$ cat config.mk
export PLATFORM = sky130hd
export DESIGN_NAME = host_sequencer
export DESIGN_NICKNAME = d
export VERILOG_FILES = /design/src/rtl/host_sequencer.sv
export SDC_FILE = /design/constraint.sdc
export NUM_CORES = 1
export LEC_CHECK = 0
export ABC_AREA = 1
export CORE_UTILIZATION = 47
export DETAILED_ROUTE_END_ITERATION = 10
export PLACE_DENSITY = 0.86
export SYNTH_ARGS = -nofsm -noshare
export SYNTH_HDL_FRONTEND = slang
export SYNTH_SLANG_ARGS = --single-unit
export TNS_END_PERCENT = 100
$ cat constraint.sdc
create_clock -name clk -period 2.1 [get_ports clk]
set_input_delay 0.315 -clock clk [delete_from_list [all_inputs] [get_ports clk]]
set_output_delay 0.315 -clock clk [all_outputs]
set_load 0.05 [all_outputs]
$ cat src/rtl/host_sequencer.sv
// Host-side sequencer: streams a load block into data memory, kicks the core,
// waits for END (with timeout), then streams the result block back out.
module host_sequencer #(
    parameter int          LOAD_WORDS   = 8,
    parameter logic [15:0] LOAD_BASE    = 16'h0000,
    parameter logic [15:0] RESULT_BASE  = 16'h0040,
    parameter int          RESULT_WORDS = 4,
    parameter int          TIMEOUT      = 4096
) (
    input  logic        clk,
    input  logic        RESET,
    input  logic        go,
    input  logic        in_valid,
    input  logic [15:0] in_data,
    output logic        in_ready,
    output logic [15:0] mem_addr,
    output logic [15:0] mem_wdata,
    output logic        mem_we,
    output logic        mem_re,
    input  logic [15:0] mem_rdata,
    output logic        START,
    input  logic        END,
    output logic        out_valid,
    output logic [15:0] out_data,
    input  logic        out_ready,
    output logic        busy,
    output logic        done,
    output logic        timeout_err
);

    localparam int LW = $clog2(LOAD_WORDS + 1);
    localparam int RW = $clog2(RESULT_WORDS + 1);
    localparam int TW = $clog2(TIMEOUT + 1);

    typedef enum logic [3:0] {
        S_IDLE,
        S_LOAD,
        S_KICK,
        S_WAIT,
        S_RD_ISSUE,
        S_RD_CAPT,
        S_PRESENT,
        S_DONE,
        S_ERR
    } state_t;

    state_t        state, state_nx;
    logic [LW-1:0] lcnt, lcnt_nx;
    logic [RW-1:0] rcnt, rcnt_nx;
    logic [TW-1:0] tmr, tmr_nx;

    always_ff @(posedge clk or posedge RESET) begin
        if (RESET) begin
            state    <= S_IDLE;
            lcnt     <= '0;
            rcnt     <= '0;
            tmr      <= '0;
            out_data <= 16'h0000;
        end else begin
            state <= state_nx;
            lcnt  <= lcnt_nx;
            rcnt  <= rcnt_nx;
            tmr   <= tmr_nx;
            // Read data arrives one cycle after mem_re, i.e. while in RD_CAPT
            if (state == S_RD_CAPT)
                out_data <= mem_rdata;
        end
    end

    always_comb begin
        state_nx    = state;
        lcnt_nx     = lcnt;
        rcnt_nx     = rcnt;
        tmr_nx      = tmr;
        in_ready    = 1'b0;
        mem_we      = 1'b0;
        mem_re      = 1'b0;
        mem_addr    = 16'h0000;
        mem_wdata   = 16'h0000;
        START       = 1'b0;
        out_valid   = 1'b0;
        busy        = 1'b0;
        done        = 1'b0;
        timeout_err = 1'b0;

        unique case (state)
            S_IDLE: begin
                if (go) begin
                    state_nx = S_LOAD;
                    lcnt_nx  = '0;
                end
            end
            S_LOAD: begin
                busy     = 1'b1;
                in_ready = 1'b1;
                // The write is issued in the same cycle as the stream handshake
                if (in_valid) begin
                    mem_we    = 1'b1;
                    mem_addr  = LOAD_BASE + 16'(lcnt);
                    mem_wdata = in_data;
                    lcnt_nx   = lcnt + LW'(1);
                    if (lcnt == LW'(LOAD_WORDS - 1))
                        state_nx = S_KICK;
                end
            end
            S_KICK: begin
                busy     = 1'b1;
                START    = 1'b1;
                tmr_nx   = '0;
                state_nx = S_WAIT;
            end
            S_WAIT: begin
                busy = 1'b1;
                if (END) begin
                    state_nx = S_RD_ISSUE;
                    rcnt_nx  = '0;
                end else if (tmr == TW'(TIMEOUT - 1)) begin
                    state_nx = S_ERR;
                end else begin
                    tmr_nx = tmr + TW'(1);
                end
            end
            S_RD_ISSUE: begin
                busy     = 1'b1;
                mem_re   = 1'b1;
                mem_addr = RESULT_BASE + 16'(rcnt);
                state_nx = S_RD_CAPT;
            end
            S_RD_CAPT: begin
                busy     = 1'b1;
                state_nx = S_PRESENT;
            end
            S_PRESENT: begin
                busy      = 1'b1;
                out_valid = 1'b1;
                if (out_ready) begin
                    rcnt_nx  = rcnt + RW'(1);
                    state_nx = (rcnt == RW'(RESULT_WORDS - 1)) ? S_DONE : S_RD_ISSUE;
                end
            end
            S_DONE: begin
                done     = 1'b1;
                state_nx = S_IDLE;
            end
            S_ERR: begin
                // Error is sticky until the host retries with go
                timeout_err = 1'b1;
                if (go) begin
                    state_nx = S_LOAD;
                    lcnt_nx  = '0;
                end
            end
            default: state_nx = S_IDLE;
        endcase
    end

endmodule

# ---- Word-level counts from Yosys, hierarchy flattened
# Index checks and enable logic that the tools add are counted.
dict set report totals {
  register_bits 40
  input_bits 38
  out_inout_bits 56
  word_cells 68
}
dict set report classes {
  add_sub_neg 4
  eq_ne 19
  muxes 30
  n_reduce_logical 10
}
# cell n
set op_table {}
lappend op_table {{4-bit two-way mux} 9}
lappend op_table {{16-bit two-way mux} 2}
lappend op_table {{4-bit one-hot mux with 7 select lines} 1}
lappend op_table {{13-bit two-way mux} 2}
lappend op_table {{13-bit one-hot mux with 2 select lines} 1}
lappend op_table {{4-bit by 3-bit == test with 1-bit output (second input constant)} 5}
lappend op_table {{8-bit one-hot mux with 2 select lines} 1}
lappend op_table {{13-bit by 1-bit adder with 13-bit output (second input constant)} 1}
lappend op_table {{13-bit by 12-bit == test with 1-bit output (second input constant)} 1}
lappend op_table {{2-bit inequality test (second input constant)} 6}
lappend op_table {{1-bit two-way mux} 9}
lappend op_table {{3-bit AND reduction} 3}
lappend op_table {{7-bit by 3-bit adder with 8-bit output (first input constant)} 1}
lappend op_table {{4-bit by 2-bit == test with 1-bit output (second input constant)} 2}
lappend op_table {{4-bit one-hot mux with 2 select lines} 1}
lappend op_table {{3-bit two-way mux} 2}
lappend op_table {{3-bit one-hot mux with 2 select lines} 1}
lappend op_table {{2-bit nonzero test} 3}
lappend op_table {{6-bit OR reduction} 1}
lappend op_table {{5-bit AND reduction} 1}
lappend op_table {{4-bit by 1-bit adder with 4-bit output (second input constant)} 1}
lappend op_table {{4-bit by 1-bit == test with 1-bit output (second input constant)} 1}
lappend op_table {{4-bit == test (second input constant)} 1}
lappend op_table {{4-bit zero test} 1}
lappend op_table {{other kinds (6)} 6}

# ---- Longest topological paths before layout
dict set report depth {
  word_depth 4
  depth_mapped 9
  ltp_nobuf 9
}

# ---- Worst setup path before layout
# Ideal clock, no wire load.
dict set report synth_timing {
  path_kind {register to output}
  from {register state[1]}
  to {output port mem_addr[1]}
  arrival_time_ps 2597
  required_time_ps 1785
  setup_slack_ps -812
  stages_incl_launch_ff 6
  n_path_buf 0
  path_cell_list {dfrtp_1 inv_2 nand2_2 nor2_1 inv_1 o21ai_0}
}
dict set report synth_via {
  elab_chain_cells 2
  elab_cells_between_ends 3
  cone_classes {eq/ne (2); mux (1)}
}
# item line_no
set synth_rtl {}
lappend synth_rtl {{start: declaration} 47} ;# state_t state, state_nx;
lappend synth_rtl {{start signal: assignment} 60} ;# state <= state_nx;
lappend synth_rtl {{4-bit by 3-bit == test with 1-bit output or 4-bit by 1-bit == test with 1-bit output (tied branches)} 86} ;# unique case (state)
lappend synth_rtl {{8-bit one-hot mux with 2 select lines (*)} 86}
lappend synth_rtl {{end: declaration} 16} ;# output logic [15:0] mem_addr,
# Mark *: on every way between the ends. The rest lies on a longest branch, timed or not.

# ---- Worst setup path in the final report
dict set report layout_timing {
  from {register state[1]}
  to {output port mem_addr[2]}
}
# The elaborated chain is that of the path after synthesis.

==> results.toml <==
[timing]
finalSetupTns_ps = 0
worst_slew_pin_slew_ps = 514.6
whs_ps = 447.6
setup_viol = 0
period_share_pct = 95.88
rsz0062_at_grt = "false"
final.setup_skew_ps = 6.860
slew_headroom_pct = 65.59
final-hold-violation-count = 0
fmax_ghz = 0.4966
min_period_ps = 2014
final_max_slew_viol_count = 0

[cells_and_area]
final_layout_size_suffix_gt1_share_pct = 20.71
fillers = 350
fin_cells = 463
nNetsFinal = 437
num_antenna_cells = 0
areaGrowthSynthToFinish_pct = 51.62

[clock_tree]
cts_root_buffer = "clkbuf_8"
path_clk_slew_ps = 80
cts_made_buffers = 5
holdBufCountCts = 0
cts_num_sinks = 40
clock_latency_ps = 300
cts.path.max_buffers = 2
cts_tree = "done"
htreeDepth = 2

[worst_setup_path]
slowest_stage = "dfrtp_2"
arrival_ps = 1700
rr_startpoint = "tmr[1]$_DFFE_PP0P_"
crit_type = "register to output port"
path_cells = "inv_2 > nand2_2 > nor2_4 > inv_4 > nor2_4 > inv_4 > o22ai_4 > buf_12"
slowest_delay_ps = 450
endpoint_kind = "output port"
crit_family = "flip-flops"
cp.buffers_inverters = 4
startpoint = "state[1]$_DFFE_PP0P_"
cp.required_ps = 1780
critical_path.max_fanout = 18
startpoint_type = "register"

[logic_synthesis]
seq_area_frac_synth_pct = 41.84
synth_top_area_share_pct = 41.84
syn-mean-instance-area_sq_um = 7.792
synth.cell_area_sq_um = 2392
ys_types = 30
post-synth-top-area-cell = "dfrtp_1"
syn_inst = 307
synth_seq_cells = 40
synthMostInstantiatedCell = "nand2_1"
synth_ff_type = "dfrtp_1"
netlist_top_cells_count = "nand2_1 (80), dfrtp_1 (40), nor2_1 (32)"
async_flop_share_pct = 100.0
synth-edff-count = 0
yosys_warnings = 0
netlist_top_cells_area = "dfrtp_1 (42%), nand2_1 (13%), nand3_1 (5.9%), nor2_1 (5.0%), inv_1 (4.9%)"

[die]
die_height_microns = 73.35
start_util_pct = 49.66
core_area_sq_um = 4817
top_level_ports = 94
num_rows = 25
fp.dieArea_sq_um = 5379
chipWidth_microns = 73.35

[global_route]
grt_overflow = 0
first_global_vias = 2190
grt_antenna_before_repair = 0
grt_usage_pct = 23.82
grt_pass1_wl_microns = 9798
grt_max_degree = 41

[routing]
drc = 0
via_per_inst = 5.022
drt-total-wl_microns = 6032
drt.antenna.violating_nets = 0
post_drt_wl_per_cell_microns = 13.03
drt_iter0_drc = 126
num_vias = 2325
dr.pass1.iters = 5

[placement]
gp_congestion = 0.8468
port_buffers = 82
dpl.hpwl_microns = 4600
dp.cells = 452

[power_and_ir_drop]
powerDensity_nw_per_um2 = 1315
max-vdd-ir-drop_mv = 0.7448
p_leak_uw = 0.001662
total_power_uw = 4770

[worst_hold_path]
hp-class = "primary input to async pin"

[flow_run]
cap_violations = 0

[run_status]
status = "finished clean"
## sequential cells by signal (all words and copies together) (netlist names)
signal	cells
out_data	16
tmr	13
lcnt	4
state	4
rcnt	3
## placed cells by master, fill, tap and decap left out, types with 5 or more instances in the layout
cell type        count
buf_4               12
nor2_4               6
clkdlybuf4s50_1     53
inv_1               30
nand2_1             78
dfrtp_1             39
mux2_1              10
clkbuf_8             5
nor2_1              30
mux2_2               6
o21ai_0             10
o21ai_1              6
inv_2                7
buf_12              22
nand2_2              6
nand3_1             28
conb_1              11
## worst reg2reg max path: stages, from the launching register on
cell,delay [ps]
dfrtp_1,380
ha_1,210
nand3_2,150
nor2_4,190
nand2_1,100
nand2_2,160
nand2_4,120
nand3_1,100
nand2_1,50
## final timing paths
path,to,slack (ps),depth (start not counted)
max,mem_addr[2],90,8
min,out_data[8]$_DFFE_PP0P_,450,3
max reg2reg,tmr[11]$_DFFE_PP0P_,530,8
min reg2reg,out_data[6]$_DFFE_PP0P_,490,1
max in group asynchronous,state[1]$_DFFE_PP0P_,1290,3
min in group clk,out_data[6]$_DFFE_PP0P_,490,1
## cell type report
| type | count | area (sq um) | area share, % |
|---|---|---|---|
| Tap cell | 67 | 83.83 | 2.311 |
| Clock inverter | 3 | 42.54 | 1.173 |
| Timing Repair Buffer | 87 | 1061 | 29.25 |
| Sequential cell | 40 | 1002 | 27.63 |
| Inverter | 39 | 151.4 | 4.174 |
| Clock buffer | 5 | 68.82 | 1.897 |
| Multi-Input combinational cell | 222 | 1217 | 33.56 |
## stage by stage
stage / setup WS [ps] / instance area (sq um) / utilization [%]
detailed placement: 290.2 / 3492 / 72.49
global route: 1.074 / 3627 / 75.30
floorplan: -75.55 / 2484 / -
finish: 86.42 / 3627 / 75.30
CTS: 36.66 / 3618 / 75.12
global placement: 316.0 / 3492 / 72.49
## per-layer routing
metal  GRT usage [%]  routed length, microns
met1           28.72                    2464
met2           41.26                    3002
met3           5.761                     433
met4           8.761                     132
met5               0                       0
## logic make-up (layout without fill, tap and decap cells)
logic type,Yosys count,count (layout),share of synthesized area [%]
other,1,11,0.1568
multiplexers,16,16,7.531
flip-flops,40,40,41.84
buffers and inverters,55,134,10.88
adder cells (fa/ha/maj),4,4,2.092
XOR/XNOR,4,4,1.465
AND/OR/NAND/NOR,163,163,30.65
AO/OA/AOI/OAI,24,24,5.387
## what timing repair did
action                     in CTS  in global routing
pin swaps                       1                  1
setup endpoints to repair       2                  4
gates cloned                    0                  0
resized for setup               0                  1
buffers inserted                2                  1
## power by group
group	internal [uW]	total [uW]	leakage (uW)	switching, uW
clock network	352	636	0.0000541	284
registers	1020	1190	0.000513	175
logic	1010	2940	0.00110	1930
Note: power is estimated with default switching activity, not from simulation.
